==> src/rtl/uart_rx_pkg.sv <==
// Shared UART buffer constants and the pointer wrap helper used by the rx and tx buffers.
package uart_rx_pkg;

  localparam int unsigned UART_DATA_W   = 8;
  localparam int unsigned UART_RX_DEPTH = 16;

  // Wraps by explicit compare, so depths that are not powers of two work.
  function automatic int unsigned ptr_inc(input int unsigned ptr, input int unsigned depth);
    return (ptr == depth - 1) ? 32'd0 : ptr + 32'd1;
  endfunction

endpackage

==> src/rtl/uart_rx_fifo_mem.sv <==
// DEPTH x DATA_W register array: one synchronous write port, one asynchronous read port, no reset.
module uart_rx_fifo_mem #(
  parameter int unsigned DATA_W = 8,
  parameter int unsigned DEPTH  = 16,
  parameter int unsigned PTR_W  = $clog2(DEPTH)
) (
  input  logic              clk_i,
  input  logic              we_i,
  input  logic [PTR_W-1:0]  waddr_i,
  input  logic [DATA_W-1:0] wdata_i,
  input  logic [PTR_W-1:0]  raddr_i,
  output logic [DATA_W-1:0] rdata_o
);

  logic [DATA_W-1:0] mem_q [DEPTH];

  always_ff @(posedge clk_i) begin
    if (we_i) mem_q[waddr_i] <= wdata_i;
  end

  assign rdata_o = mem_q[raddr_i];

endmodule

==> src/rtl/uart_rx_fifo.sv <==
// UART receive buffer: circular FIFO with valid/ready drain, level, sticky overflow and flush.
// Define UART_RX_FIFO_OVERWRITE_EN to overwrite the oldest entry on a push into a full buffer.
module uart_rx_fifo
  import uart_rx_pkg::*;
#(
  parameter int unsigned DATA_W = UART_DATA_W,
  parameter int unsigned DEPTH  = UART_RX_DEPTH,
  parameter int unsigned LVL_W  = $clog2(DEPTH + 1)
) (
  input  logic              clk_i,
  input  logic              rst_i,
  input  logic              wr_valid_i,
  input  logic [DATA_W-1:0] wr_data_i,
  input  logic              rd_ready_i,
  output logic              rd_valid_o,
  output logic [DATA_W-1:0] rd_data_o,
  output logic [LVL_W-1:0]  level_o,
  output logic              full_o,
  output logic              empty_o,
  output logic              overflow_o,
  input  logic              clr_ovf_i,
  input  logic              flush_i
);

  localparam int unsigned PTR_W = $clog2(DEPTH);

  logic [PTR_W-1:0]  wr_ptr_q, wr_ptr_d, rd_ptr_q, rd_ptr_d;
  logic [LVL_W-1:0]  level_q, level_d;
  logic              full_q, full_d, empty_q, empty_d, ovf_q, ovf_d;
  logic              pop_c, push_c, ovf_push_c, we_c;
  logic [DATA_W-1:0] mem_rdata;

  // Next-state for pointers, level and flags; flush overrides push and pop.
  always_comb begin
    pop_c      = !empty_q && rd_ready_i;
    push_c     = wr_valid_i && (!full_q || pop_c);
    ovf_push_c = wr_valid_i && full_q && !pop_c;
    wr_ptr_d   = wr_ptr_q;
    rd_ptr_d   = rd_ptr_q;
    level_d    = level_q;
    ovf_d      = ovf_q;
    we_c       = 1'b0;
    if (flush_i) begin
      wr_ptr_d = '0;
      rd_ptr_d = '0;
      level_d  = '0;
    end else begin
      if (push_c) begin
        we_c     = 1'b1;
        wr_ptr_d = PTR_W'(ptr_inc(32'(wr_ptr_q), DEPTH));
      end
      if (pop_c) rd_ptr_d = PTR_W'(ptr_inc(32'(rd_ptr_q), DEPTH));
      if (push_c && !pop_c) level_d = level_q + LVL_W'(1);
      if (pop_c && !push_c) level_d = level_q - LVL_W'(1);
`ifdef UART_RX_FIFO_OVERWRITE_EN
      if (ovf_push_c) begin
        we_c     = 1'b1;
        wr_ptr_d = PTR_W'(ptr_inc(32'(wr_ptr_q), DEPTH));
        rd_ptr_d = PTR_W'(ptr_inc(32'(rd_ptr_q), DEPTH));
      end
`endif
    end
    if (clr_ovf_i) ovf_d = 1'b0;
    if (ovf_push_c && !flush_i) ovf_d = 1'b1;
    full_d  = (level_d == LVL_W'(DEPTH));
    empty_d = (level_d == '0);
  end

  always_ff @(posedge clk_i or posedge rst_i) begin
    if (rst_i) begin
      wr_ptr_q <= '0;
      rd_ptr_q <= '0;
      level_q  <= '0;
      full_q   <= 1'b0;
      empty_q  <= 1'b1;
      ovf_q    <= 1'b0;
    end else begin
      wr_ptr_q <= wr_ptr_d;
      rd_ptr_q <= rd_ptr_d;
      level_q  <= level_d;
      full_q   <= full_d;
      empty_q  <= empty_d;
      ovf_q    <= ovf_d;
    end
  end

  uart_rx_fifo_mem #(
    .DATA_W (DATA_W),
    .DEPTH  (DEPTH),
    .PTR_W  (PTR_W)
  ) u_mem (
    .clk_i   (clk_i),
    .we_i    (we_c),
    .waddr_i (wr_ptr_q),
    .wdata_i (wr_data_i),
    .raddr_i (rd_ptr_q),
    .rdata_o (mem_rdata)
  );

  assign rd_valid_o = !empty_q;
  assign rd_data_o  = empty_q ? '0 : mem_rdata;
  assign level_o    = level_q;
  assign full_o     = full_q;
  assign empty_o    = empty_q;
  assign overflow_o = ovf_q;

endmodule

==> config.mk <==
export PLATFORM = sky130hd
export DESIGN_NAME = uart_rx_fifo
export DESIGN_NICKNAME = d
export VERILOG_FILES = /design/src/rtl/uart_rx_pkg.sv /design/src/rtl/uart_rx_fifo_mem.sv /design/src/rtl/uart_rx_fifo.sv
export SDC_FILE = /design/constraint.sdc
export NUM_CORES = 1
export LEC_CHECK = 0
export BUFFER_PORTS_ARGS = -buffer_cell sky130_fd_sc_hd__buf_2
export CAP_MARGIN = 25
export CORE_MARGIN = 5
export CORE_UTILIZATION = 23
export DETAILED_ROUTE_END_ITERATION = 6
export PLACE_DENSITY = 0.39
export SLEW_MARGIN = 20
export SYNTH_ARGS = -nofsm -noshare
export SYNTH_HDL_FRONTEND = slang
export SYNTH_SLANG_ARGS = --single-unit
==> constraint.sdc <==
create_clock -name clk_i -period 3.4 [get_ports clk_i]
set_clock_uncertainty 0.1 [all_clocks]
set_input_delay 0.34 -clock clk_i [delete_from_list [all_inputs] [get_ports clk_i]]
set_output_delay 0.34 -clock clk_i [all_outputs]
set_load 0.01 [all_outputs]
== After elaboration in Yosys (flattened, before gate mapping) ==
Memories as Yosys holds them, arrays and structs flattened.
Cells that the tools add are included.
Storage, ports and cells
  bits in registers: 16
  bits in latches: 0
  bits in writable memories: 128
  ROM bits: 0
  input port bits: 14
  output and inout port bits: 17
  logic and storage cells: 47
  memories kept: 1
Cells by class
  add/subtract/negate cells: 4
  $mul: 0
  divide/modulo/power cells: 0
  order comparisons: 0
  eq/ne operators: 3
  shift-type cells: 0
  mux-type cells: 16
  bitwise operators: 0
  reduce and logical (&&, ||, !) cells: 17
Memory list
  u_mem.mem_q: depth 16, bits a word 8, read ports 1, clocked after memory_dff 0, wr ports 1, line uart_rx_fifo_mem.sv:15  | logic [DATA_W-1:0] mem_q [DEPTH];
Operators with widths (count)
  2-to-1 mux 4 bit: 6
  2-to-1 mux 5 bit: 3
  adder 4 x 1 -> 4 bit, second input constant: 2
  equality test 4 bit, second input constant: 2
  2-to-1 mux 8 bit: 1
  logical AND 1 bit: 7
  2-to-1 mux 1 bit: 6
  nonzero test 2 bit: 3
  adder 5 x 1 -> 5 bit, second input constant: 1
  equality test 5 bit, second input constant: 1
  zero test 1 bit: 5
  zero test 5 bit: 1
  subtractor 5 x 1 -> 5 bit, second input constant: 1
  logical OR 1 bit: 1

== Depth between registers and ports, before layout ==
Gate-level depths: netlist of run 1.
  depth after elaboration: 9
  depth in mapped cells: 7
  gate-level depth less buffers: 7

== Modules after synthesis ==
A second synthesis of run 1 with hierarchy kept.
Unflattened totals
  cells, all modules: 324
  area, all modules: 5940.7 um^2
By module, submodules not included
  uart_rx_fifo_mem: instances 1, cells an instance 221, area each 4987.3 um^2, seq. area each 3843.7 um^2
  uart_rx_fifo: instances 1, cells an instance 103, area each 953.4 um^2, seq. area each 401.6 um^2

== Worst setup path before layout of run 1 ==
Ideal clock, no wire load.
  path kind: reg2reg
  start point: register empty_q (netlist: empty_o)
  end point: memory u_mem.mem_q[0][0], enable pin
  library setup time: 383 ps
  arrival time: 1703 ps
  data required time: 2917 ps
  slack: 1213 ps
  stages on the path, launching flop included: 6
  path buffers: 1
  clock period less this slack: 2187 ps
  cells stage by stage: dfstp_2 nand2b_1 buf_2 a21oi_1 nand2_1 nor3_1
Between the ends
  word-level cells in the longest chain between the ends: 8
Ends and longest elaborated chain
  start: declaration: line uart_rx_fifo.sv:29  | logic full_q, full_d, empty_q, empty_d, ovf_q, ovf_d;
  start signal: assignment: line uart_rx_fifo.sv:82  | empty_q <= empty_d;
  zero test 1 bit: line uart_rx_fifo.sv:35  | pop_c = !empty_q && rd_ready_i;
  logical AND 1 bit: line uart_rx_fifo.sv:35
  logical OR 1 bit: line uart_rx_fifo.sv:36  | push_c = wr_valid_i && (!full_q || pop_c);
  logical AND 1 bit: line uart_rx_fifo.sv:36
  2-to-1 mux 1 bit: line uart_rx_fifo.sv:48  | if (push_c) begin
  2-to-1 mux 1 bit: line uart_rx_fifo.sv:43  | if (flush_i) begin
  2-to-1 mux 1 bit: line uart_rx_fifo_mem.sv:18  | if (we_i) mem_q[waddr_i] <= wdata_i;
  2-to-1 mux 1 bit (implied by the code): line uart_rx_fifo_mem.sv:18
  end: declaration: line uart_rx_fifo_mem.sv:15
Every way passes these cells.

== Worst setup path in the final report of run 1 ==
  start point: register rd_ptr_q[0]
  end point: output port rd_data_o[5]
Between the ends
  word-level cells in the longest chain between the ends: 2
Ends and longest elaborated chain
  start: declaration: line uart_rx_fifo.sv:27  | logic [PTR_W-1:0] wr_ptr_q, wr_ptr_d, rd_ptr_q, rd_ptr_d;
  start signal: assignment: line uart_rx_fifo.sv:79  | rd_ptr_q <= rd_ptr_d;
  memory read (16 x 8 bit)
  2-to-1 mux 8 bit: line uart_rx_fifo.sv:101  | assign rd_data_o = empty_q ? '0 : mem_rdata;
  end: declaration: line uart_rx_fifo.sv:16  | output logic [DATA_W-1:0] rd_data_o,
Every way passes these cells.

==> results of run 1 <==
[cell families after synthesis]
family / Yosys count / synth area share [%]
muxes: 33 / 12.66
buffers and inverters: 26 / 1.876
DFF: 144 / 72.31
xor gates and xnor gates: 6 / 0.8951
AOI/OAI and AO/OA: 48 / 5.456
adders and majority gates: 7 / 1.492
and+or+nand+nor: 65 / 5.307
[layout make-up]
class	instances	area, sq um	share of cell area (%)
Clock buffer	18	429.2	6.067
Clock inverter	13	127.6	1.804
Inverter	8	30.03	0.4245
Multi-Input combinational cell	159	1515	21.42
Sequential cell	144	4247	60.03
Tap cell	330	412.9	5.837
Timing Repair Buffer	51	312.8	4.422
[worst max-delay path: cells and delay by family (launching register included)]
kind                   cells  cell delay [ns]
AOI/OAI and AO/OA          2             0.36
DFF                        1             0.75
muxes                      1             0.55
buffers and inverters      2             0.57
[metrics by stage]
stage / worst slack (ns) / hold slack (ns)
5_1_grt: 0.06031 / 0.2008
6_report: 0.2927 / 0.2019
4_1_cts: 0.1821 / 0.1894
2_1_floorplan: 1.213 / 0.1530
3_5_place_dp: 0.6361 / 0.3790
3_3_place_gp: 0.6633 / 0.3779
[sequential cells by signal, summed over array words and instances, names as in the netlist]
name / count
rd_ptr_q: 4
u_mem.mem_q: 128
level_o: 5
empty_o: 1
full_o: 1
overflow_o: 1
wr_ptr_q: 4
[cell usage after synthesis (all sizes together) (5+ instances only)]
cell,number,area (sq um)
clkbuf,10,37.54
ha,7,87.58
nand2b,5,31.28
xor2,5,43.79
nand2,12,45.04
nor2,28,105.1
buf,8,42.54
dfrtp,15,375.4
mux4,33,743.2
nor3,5,25.02
edfxtp,128,3844
a22oi,16,120.1
a21oi,15,75.07
inv,8,30.03
[what timing repair did]
item	CTS	global route
hold buffers	2	0
setup endpoints to repair	0	0
hold endpoints to repair	16	0
setup buffers	0	0
[how the worst max path moves through the flow]
stage / start / slack, ns / endpoint
floorplan: empty_o / 1.21 / u_mem.mem_q[0][0]
global placement: rd_ptr_q[0] / 0.66 / rd_data_o[6]
detailed placement: rd_ptr_q[0] / 0.64 / rd_data_o[5]
CTS: rd_ptr_q[0] / 0.18 / rd_data_o[5]
global route: rd_ptr_q[0] / 0.06 / rd_data_o[5]
finish: rd_ptr_q[0] / 0.29 / rd_data_o[5]
[where the power goes]
part,switching (mW),total (mW),internal (mW)
clock,0.757,1.77,1.02
combinational,0.233,0.440,0.207
sequential,0.0755,2.04,1.96
total,1.07,4.25,3.19
[metal layers]
metal	GRT usage [%]	wire (um)
met1	13.17	6200
met2	15.21	6560
met3	2.982	731
met4	2.940	93
met5	0	11
==> flow_summary.ini, run 1 <==
[routing]
drtPass1Iterations = 4
first_iter_violations = 208
avgViaCountPerCell = 4.317
ant_nets = 0
route.detailed.drc = 0
routed_wl_um = 13600
via_count = 3121
wire_per_inst_um = 18.81

[cts]
clockBufferDepth = 2
cts_buffers = 17
clkLatencyLatePin_ns = 0.41
post_cts_resized = 0
ctsHtreeMaxLevel = 4
cts_tree = done
clkSinkCount = 144
clk_pin_slew_ns = 0.06
cts_root_buf = clkbuf_16

[timing]
worst_slew_pin_slew_ns = 0.7419
rsz0062_at_grt = no
slew_headroom_pct = 50.44
post-route-min-period_ns = 3.107
setup_viol = 0
fin_crit_sh_pct = 91.39
slew_violations = 0
hold_violations = 0
setup-tns-final_ns = 0
fmax_ghz = 0.3218

[placed_design]
placed_area_sq_um = 6497
dpl.cell_count = 690
port_buffers = 30
gp_congestion = 0.7088
dp_hpwl_um = 8672

[logic_synthesis]
syn_nets = 350
yosysWarningCount = 0
syn_inst = 329
ys_ff_latch = 144
synth.distinct_cells = 39
async_flop_share_pct = 11.11
syn_area_sq_um = 5871
synth_area_per_cell_sq_um = 17.84
synth_edf_count = 128
synth_ff_type = edfxtp_1
ys_seq_area_share_pct = 72.31

[setup_path]
worstSetupPathType = reg -> out
cpPeakStageDelay_ns = 0.75
cp-start-kind = flop
r2r-end = full_o
rr_worst_depth = 5
slowest_stage = dfrtp_2
r2r_slack_ns = 1.06
r2r_start = empty_o
arrival_ns = 2.67
critPathCaptureType = primary output
crit_path_cell_trace = buf_4 > mux4_2 > a22oi_1 > a21oi_1 > buf_2
critPathRequiredTime_ns = 2.96
crit_path_max_fanout = 20

[cells_and_area]
fin_nets = 402
area_growth_pct = 20.50
final_area_sq_um = 7074
final_cells = 723
fillerInstances = 2503
mostFrequentLayoutCell = edfxtp_1
antenna_cells = 0
utilization_pct = 28.09
drive_above_1_share_pct = 28.75
mostFrequentLayoutCells = 128 x edfxtp_1, 33 x mux4_2, 30 x buf_2

[hold_path]
min_from = flush_i
hold_path_depth = 2
hp-class = in -> reg
hold_path_end = wr_ptr_q[3]

[die]
ioPinCount = 31
start_util_pct = 23.31
fp.dieH_um = 169.8
rows = 58
fp.coreArea_sq_um = 25180
die_width_um = 169.8
die-area_sq_um = 28820

[power]
peakVddDrop_mv = 0.2681
leakage_nw = 2.333
power_density_nw_per_um2 = 601.2
fin_total_pwr_mw = 4.253

[global_routing]
grt_first_pass_wirelength_um = 20460
grt_max_degree = 34
grt_pass1_vias = 3247
antenna_found_initial = 1
grt.overflow.total = 0
grt_usage_pct = 9.764

[run]
maxCapViolCount = 0

[status]
status = finished, final reports clean
(Power assumes the default switching activity.)
==> inputs of run 2 (changes only) <==
--- a/config.mk
+++ b/config.mk
@@ -11,6 +11,7 @@
 export CORE_UTILIZATION = 23
 export DETAILED_ROUTE_END_ITERATION = 6
 export PLACE_DENSITY = 0.39
+export REMOVE_ABC_BUFFERS = 1
 export SLEW_MARGIN = 20
 export SYNTH_ARGS = -nofsm -noshare
 export SYNTH_HDL_FRONTEND = slang
==> run 2 against run 1 <==
  * Critical path type unchanged
  * Largest power group unchanged
  * Die area is the same
  * Wire length shrank 1.4%
  * Clock-buffer cell count shrank 1
==> flow_summary.ini, run 2 (same netlist as run 1, synthesis figures left out) <==
[status]
status = finished, final reports clean

[die]
fp.dieH_um = 169.8
die-area_sq_um = 28820
start_util_pct = 23.31
fp.coreArea_sq_um = 25180
ioPinCount = 31
rows = 58
die_width_um = 169.8

[power]
power_density_nw_per_um2 = 610.3
peakVddDrop_mv = 0.2292
fin_total_pwr_mw = 4.346
leakage_nw = 2.366

[setup_path]
worstSetupStartpoint = rd_ptr_q[0]
worstSetupPathType = reg -> out
cp-start-kind = flop
critPathCaptureType = primary output
r2r-end = u_mem.mem_q[0][0]
critPathRequiredTime_ns = 2.96
crit_path_max_fanout = 19
r2r_slack_ns = 1.05
arrival_ns = 2.61
r2r_start = empty_o
rr_worst_depth = 5
crit_path_end = rd_data_o[0]

[cells_and_area]
mostFrequentLayoutCell = edfxtp_1
mostFrequentLayoutCells = 128 x edfxtp_1, 33 x mux4_2, 30 x buf_2
multiInputGateArea_sq_um = 1515
antenna_cells = 0
fillerInstances = 2529
drive_above_1_share_pct = 29.37
seq_area_sq_um = 4247
utilization_pct = 28.28
fin_nets = 403
regMostFlops = u_mem.mem_q
final_cells = 725
largest_reg_flops = 128
area_growth_pct = 21.31
final_area_sq_um = 7122

[timing]
setup_viol = 0
fin_crit_sh_pct = 89.75
worst_slew_pin_slew_ns = 0.7585
slew_violations = 0
rsz0062_at_grt = no
fmax_ghz = 0.3277
post-route-min-period_ns = 3.051
hold_violations = 0
slew_headroom_pct = 49.33
setup-tns-final_ns = 0

[cts]
cts_root_buf = clkbuf_16
clk_pin_slew_ns = 0.06
clockBufferDepth = 2
cts_tree = done
cts_buffers = 17
ctsHtreeMaxLevel = 4
clkSinkCount = 144
clkLatencyLatePin_ns = 0.41

[run]
maxCapViolCount = 0

[placed_design]
placed_area_sq_um = 6505
gp_congestion = 0.7040
port_buffers = 30
dpl.cell_count = 691
dp_hpwl_um = 8889

[routing]
first_iter_violations = 176
routed_wl_um = 13410
wire_per_inst_um = 18.49
drtPass1Iterations = 4
via_count = 3080
route.detailed.drc = 0
avgViaCountPerCell = 4.248
ant_nets = 0

[global_routing]
grt_first_pass_wirelength_um = 20620
grt_usage_pct = 9.742
antenna_found_initial = 0
grt_max_degree = 20
grt_pass1_vias = 3292
grt.overflow.total = 0

[hold_path]
hp-class = in -> reg
[run 2: cell types whose count changed in the layout (fill, tap and decap cells not counted)]
cell / previous run / this run
buf_4: 19 / 20
bufinv_16: 1 / 2
clkbuf_1: 1 / 0
clkinv_4: 1 / 3
clkinvlp_4: 4 / 2
inv_8: 1 / 2
[run 2: worst max-delay path, cell delays in order (launching register included)]
cell,delay [ns]
dfrtp_2,0.75
buf_4,0.35
mux4_2,0.53
a22oi_1,0.30
a21oi_1,0.11
buf_2,0.15
[run 2: layer usage]
layer  up-vias  global-route usage [%]  part of all wire [%]
met5         -                       0                     0
met4         0                   2.835                  0.90
met1      1592                   12.86                    46
met2        58                   15.48                    48
li1       1423                       -                     -
met3         7                   3.051                   4.5
[run 2: worst min path at each step]
| stage | startpoint | end | cells past startpoint |
|---|---|---|---|
| 6_report | flush_i | level_o[0] | 2 |
| 3_3_place_gp | rst_i | level_o[4] | 2 |
| 3_5_place_dp | rst_i | level_o[4] | 2 |
| 5_1_grt | wr_data_i[3] | u_mem.mem_q[6][3] | 1 |
| 4_1_cts | flush_i | level_o[0] | 2 |
| 2_1_floorplan | rst_i | full_o | 1 |
[run 2: power by group]
group | switching (mW) | internal [mW] | total [mW] | leakage [nW]
Sequential | 0.0737 | 1.96 | 2.04 | 1.37
Clock | 0.762 | 1.10 | 1.86 | 0.287
Combinational | 0.236 | 0.208 | 0.444 | 0.712
Total | 1.07 | 3.27 | 4.35 | 2.37
[run 2: stage by stage]
stage	setup WS [ns]	hold WS [ns]
3_3_place_gp	0.7294	0.3632
2_1_floorplan	0.2198	0.1530
4_1_cts	0.2448	0.1835
3_5_place_dp	0.7058	0.3766
6_report	0.3485	0.1977
5_1_grt	0.1567	0.1931
[run 2: layout make-up]
class	count	area share, %
Inverter	8	0.4216
Multi-Input combinational cell	159	21.28
Tap cell	330	5.798
Sequential cell	144	59.63
Clock inverter	15	2.407
Clock buffer	17	5.973
Timing Repair Buffer	52	4.498
[run 2: what timing repair did]
action                                 4_1_cts  5_1_grt
hold buffers                                 2        0
buffers inserted                             0        0
endpoints found under the hold margin       16        0
resized for setup                            0        0
==> inputs of run 3 (changes only) <==
--- a/config.mk
+++ b/config.mk
@@ -5,12 +5,14 @@
 export SDC_FILE = /design/constraint.sdc
 export NUM_CORES = 1
 export LEC_CHECK = 0
+export ABC_AREA = 1
 export BUFFER_PORTS_ARGS = -buffer_cell sky130_fd_sc_hd__buf_2
 export CAP_MARGIN = 25
 export CORE_MARGIN = 5
 export CORE_UTILIZATION = 23
+export CTS_BUF_LIST = sky130_fd_sc_hd__clkbuf_8
 export DETAILED_ROUTE_END_ITERATION = 6
-export PLACE_DENSITY = 0.39
+export PLACE_DENSITY = 0.4
 export REMOVE_ABC_BUFFERS = 1
 export SLEW_MARGIN = 20
 export SYNTH_ARGS = -nofsm -noshare
==> constraint.sdc (replaced) <==
create_clock -name clk_i -period 2.7 [get_ports clk_i]
set_clock_uncertainty 0.1 [all_clocks]
set_input_delay 0.27 -clock clk_i [delete_from_list [all_inputs] [get_ports clk_i]]
set_output_delay 0.27 -clock clk_i [all_outputs]
set_load 0.01 [all_outputs]
==> run 3 against run 2 <==
  * Wire length increased by 15%
  * Power increased by 21%
  * Utilization decreased by 1.5 points
  * Hold slack got worse by 0.11 ns
  * Sequential share of layout area decreased by 0.36 points
  * Critical endpoint is now rd_data_o[4]
  * Sequential power increased by 25%
  * First-iteration DRC count increased by 36%
  * Clock-buffer cell count unchanged
==> flow_summary.ini, run 3 <==
[timing]
hold_violations = 0
setup-tns-final_ns = 0
slew_headroom_pct = 40.18
rsz0062_at_grt = no
fin_ws_ns = 0.1850
fmax_ghz = 0.3976
worst_slew_pin_slew_ns = 0.8940
slew_violations = 0
setup_viol = 0
post-route-min-period_ns = 2.515
fin_crit_sh_pct = 93.15

[global_routing]
grtUsageMet2_pct = 17.27
grt_first_pass_wirelength_um = 24230
grt_busiest_layer = met2
grt_pass1_vias = 4114
grt_usage_pct = 10.33
antenna_found_initial = 0
use_met3_pct = 2.661
grt_max_degree = 63
use_met1_pct = 13.54
grt.overflow.total = 0

[cts]
cts_root_buf = clkbuf_8
cts_tree = done
cts_buffers = 17
ctsHtreeMaxLevel = 4
clkSinkCount = 144
clkLatencyLatePin_ns = 0.43
clk_pin_slew_ns = 0.08
clockBufferDepth = 2

[logic_synthesis]
synth_area_per_cell_sq_um = 11.57
synth_edf_count = 128
yosysMostFrequentCell = edfxtp_1
yosys-top-cells-area = edfxtp_1 62%, nor2_1 6.8%, dfrtp_1 6.0%, o21ai_0 3.5%, o211ai_1 3.4%
yosysWarningCount = 0
synth_top_area_share_pct = 61.65
async_flop_share_pct = 11.11
syn_inst = 539
synth_common_cells = 128 x edfxtp_1, 113 x nor2_1, 44 x o21ai_0
synth.distinct_cells = 28
ys_seq_area_share_pct = 68.09
ys_ff_latch = 144
yosys.area.top_type = edfxtp_1
synth_ff_type = edfxtp_1
syn_area_sq_um = 6235

[routing]
route.detailed.drc = 0
avgViaCountPerCell = 4.370
wire_per_inst_um = 16.68
drtPass1Iterations = 5
via_count = 4055
routed_wl_um = 15480
first_iter_violations = 240
ant_nets = 0

[hold_path]
hold_path_depth = 4
hp-class = in -> reg

[setup_path]
cp-start-kind = flop
critPathRequiredTime_ns = 2.33
rr_worst_depth = 5
critPathCaptureType = primary output
worstSetupPathType = reg -> out
crit_path_max_fanout = 13
arrival_ns = 2.15

[cells_and_area]
final_cells = 928
largest_reg_flops = 128
area_growth_pct = 14.95
mostFrequentLayoutCells = 128 x edfxtp_1, 113 x nor2_1, 43 x o21ai_0
regMostFlops = u_mem.mem_q
antenna_cells = 0
fillerInstances = 2763
drive_above_1_share_pct = 16.52
mostFrequentLayoutCell = edfxtp_1
final_area_sq_um = 7167
fin_nets = 596

[die]
die-area_sq_um = 30500
die_width_um = 174.6
rows = 60
fp.dieH_um = 174.6
start_util_pct = 23.26
fp.coreArea_sq_um = 26800
ioPinCount = 31

[placed_design]
dpl.cell_count = 894
port_buffers = 30
post-place-ws_ns = 0.4141
placed_area_sq_um = 6769
gp_congestion = 0.7610
dp_hpwl_um = 10320

[power]
power_density_nw_per_um2 = 731.8
peakVddDrop_mv = 0.3784
fin_total_pwr_mw = 5.245
leakage_nw = 2.502

[status]
status = finished, final reports clean

[run]
maxCapViolCount = 0
run 3: per-stage QoR:
stage / utilization, % / hold slack (ns)
5_1_grt: 26.74 / 0.09177
6_report: 26.74 / 0.08913
4_1_cts: 26.67 / 0.05668
2_1_floorplan: - / 0.08302
3_5_place_dp: 25.26 / 0.3038
3_3_place_gp: 25.26 / 0.2866
run 3: final cells by class:
| cell class | instances | area [sq um] | area share (%) |
|---|---|---|---|
| multi-input cells | 329 | 1678 | 23.41 |
| clock buffers | 17 | 234.0 | 3.265 |
| repair buffers | 46 | 312.8 | 4.365 |
| inverters | 37 | 148.9 | 2.078 |
| flip-flops and latches | 144 | 4248 | 59.27 |
| well taps | 341 | 426.7 | 5.953 |
| clock inverters | 14 | 118.9 | 1.659 |
run 3: where the power goes:
| part | switching (mW) | internal [mW] |
|---|---|---|
| sequential | 0.0628 | 2.49 |
| clock | 0.904 | 0.660 |
| combinational | 0.752 | 0.374 |
run 3: critical path, cell delays in order, from the launching register on:
cell and delay [ns]:
dfrtp_1 0.38, inv_1 0.52, a21oi_1 0.08, o21ai_1 0.13, nand3_1 0.09, a21oi_1 0.30, buf_2 0.20
run 3: cell families after synthesis:
| kind of cell | Yosys count | share of synthesized area (%) |
|---|---|---|
| AND/OR/NAND/NOR | 199 | 14.23 |
| flip-flops | 144 | 68.09 |
| AO/OA/AOI/OAI | 120 | 10.86 |
| buffers and inverters | 66 | 4.997 |
| adder cells (fa/ha/maj) | 7 | 1.405 |
| XOR/XNOR | 3 | 0.4215 |
run 3: final timing paths:
path | start | to | slack, ns
setup / recovery | rd_ptr_q[2] | rd_data_o[4] | 0.18
hold / removal | flush_i | wr_ptr_q[1] | 0.09
setup reg to reg | empty_o | u_mem.mem_q[4][7] | 0.56
hold reg to reg | overflow_o | overflow_o | 0.43
max in group asynchronous | rst_i | rd_ptr_q[0] | 1.68
min in group asynchronous | rst_i | overflow_o | 0.36
run 3: routing by layer:
metal  share of wire (%)  vias to the layer above  routed length (um)
met2                  49                       81                7511
met5                   0                        -                   0
met4                 1.1                        0                 165
met3                 3.5                       14                 549
li1                    -                     1978                   -
met1                  47                     1982                7252
run 3: repair_timing:
item / in CTS / in global routing
endpoints found under the setup margin: 8 / 6
hold buffers: 2 / 0
buffers inserted: 0 / 0
hold endpoints to repair: 16 / 0
gates resized for setup: 2 / 5
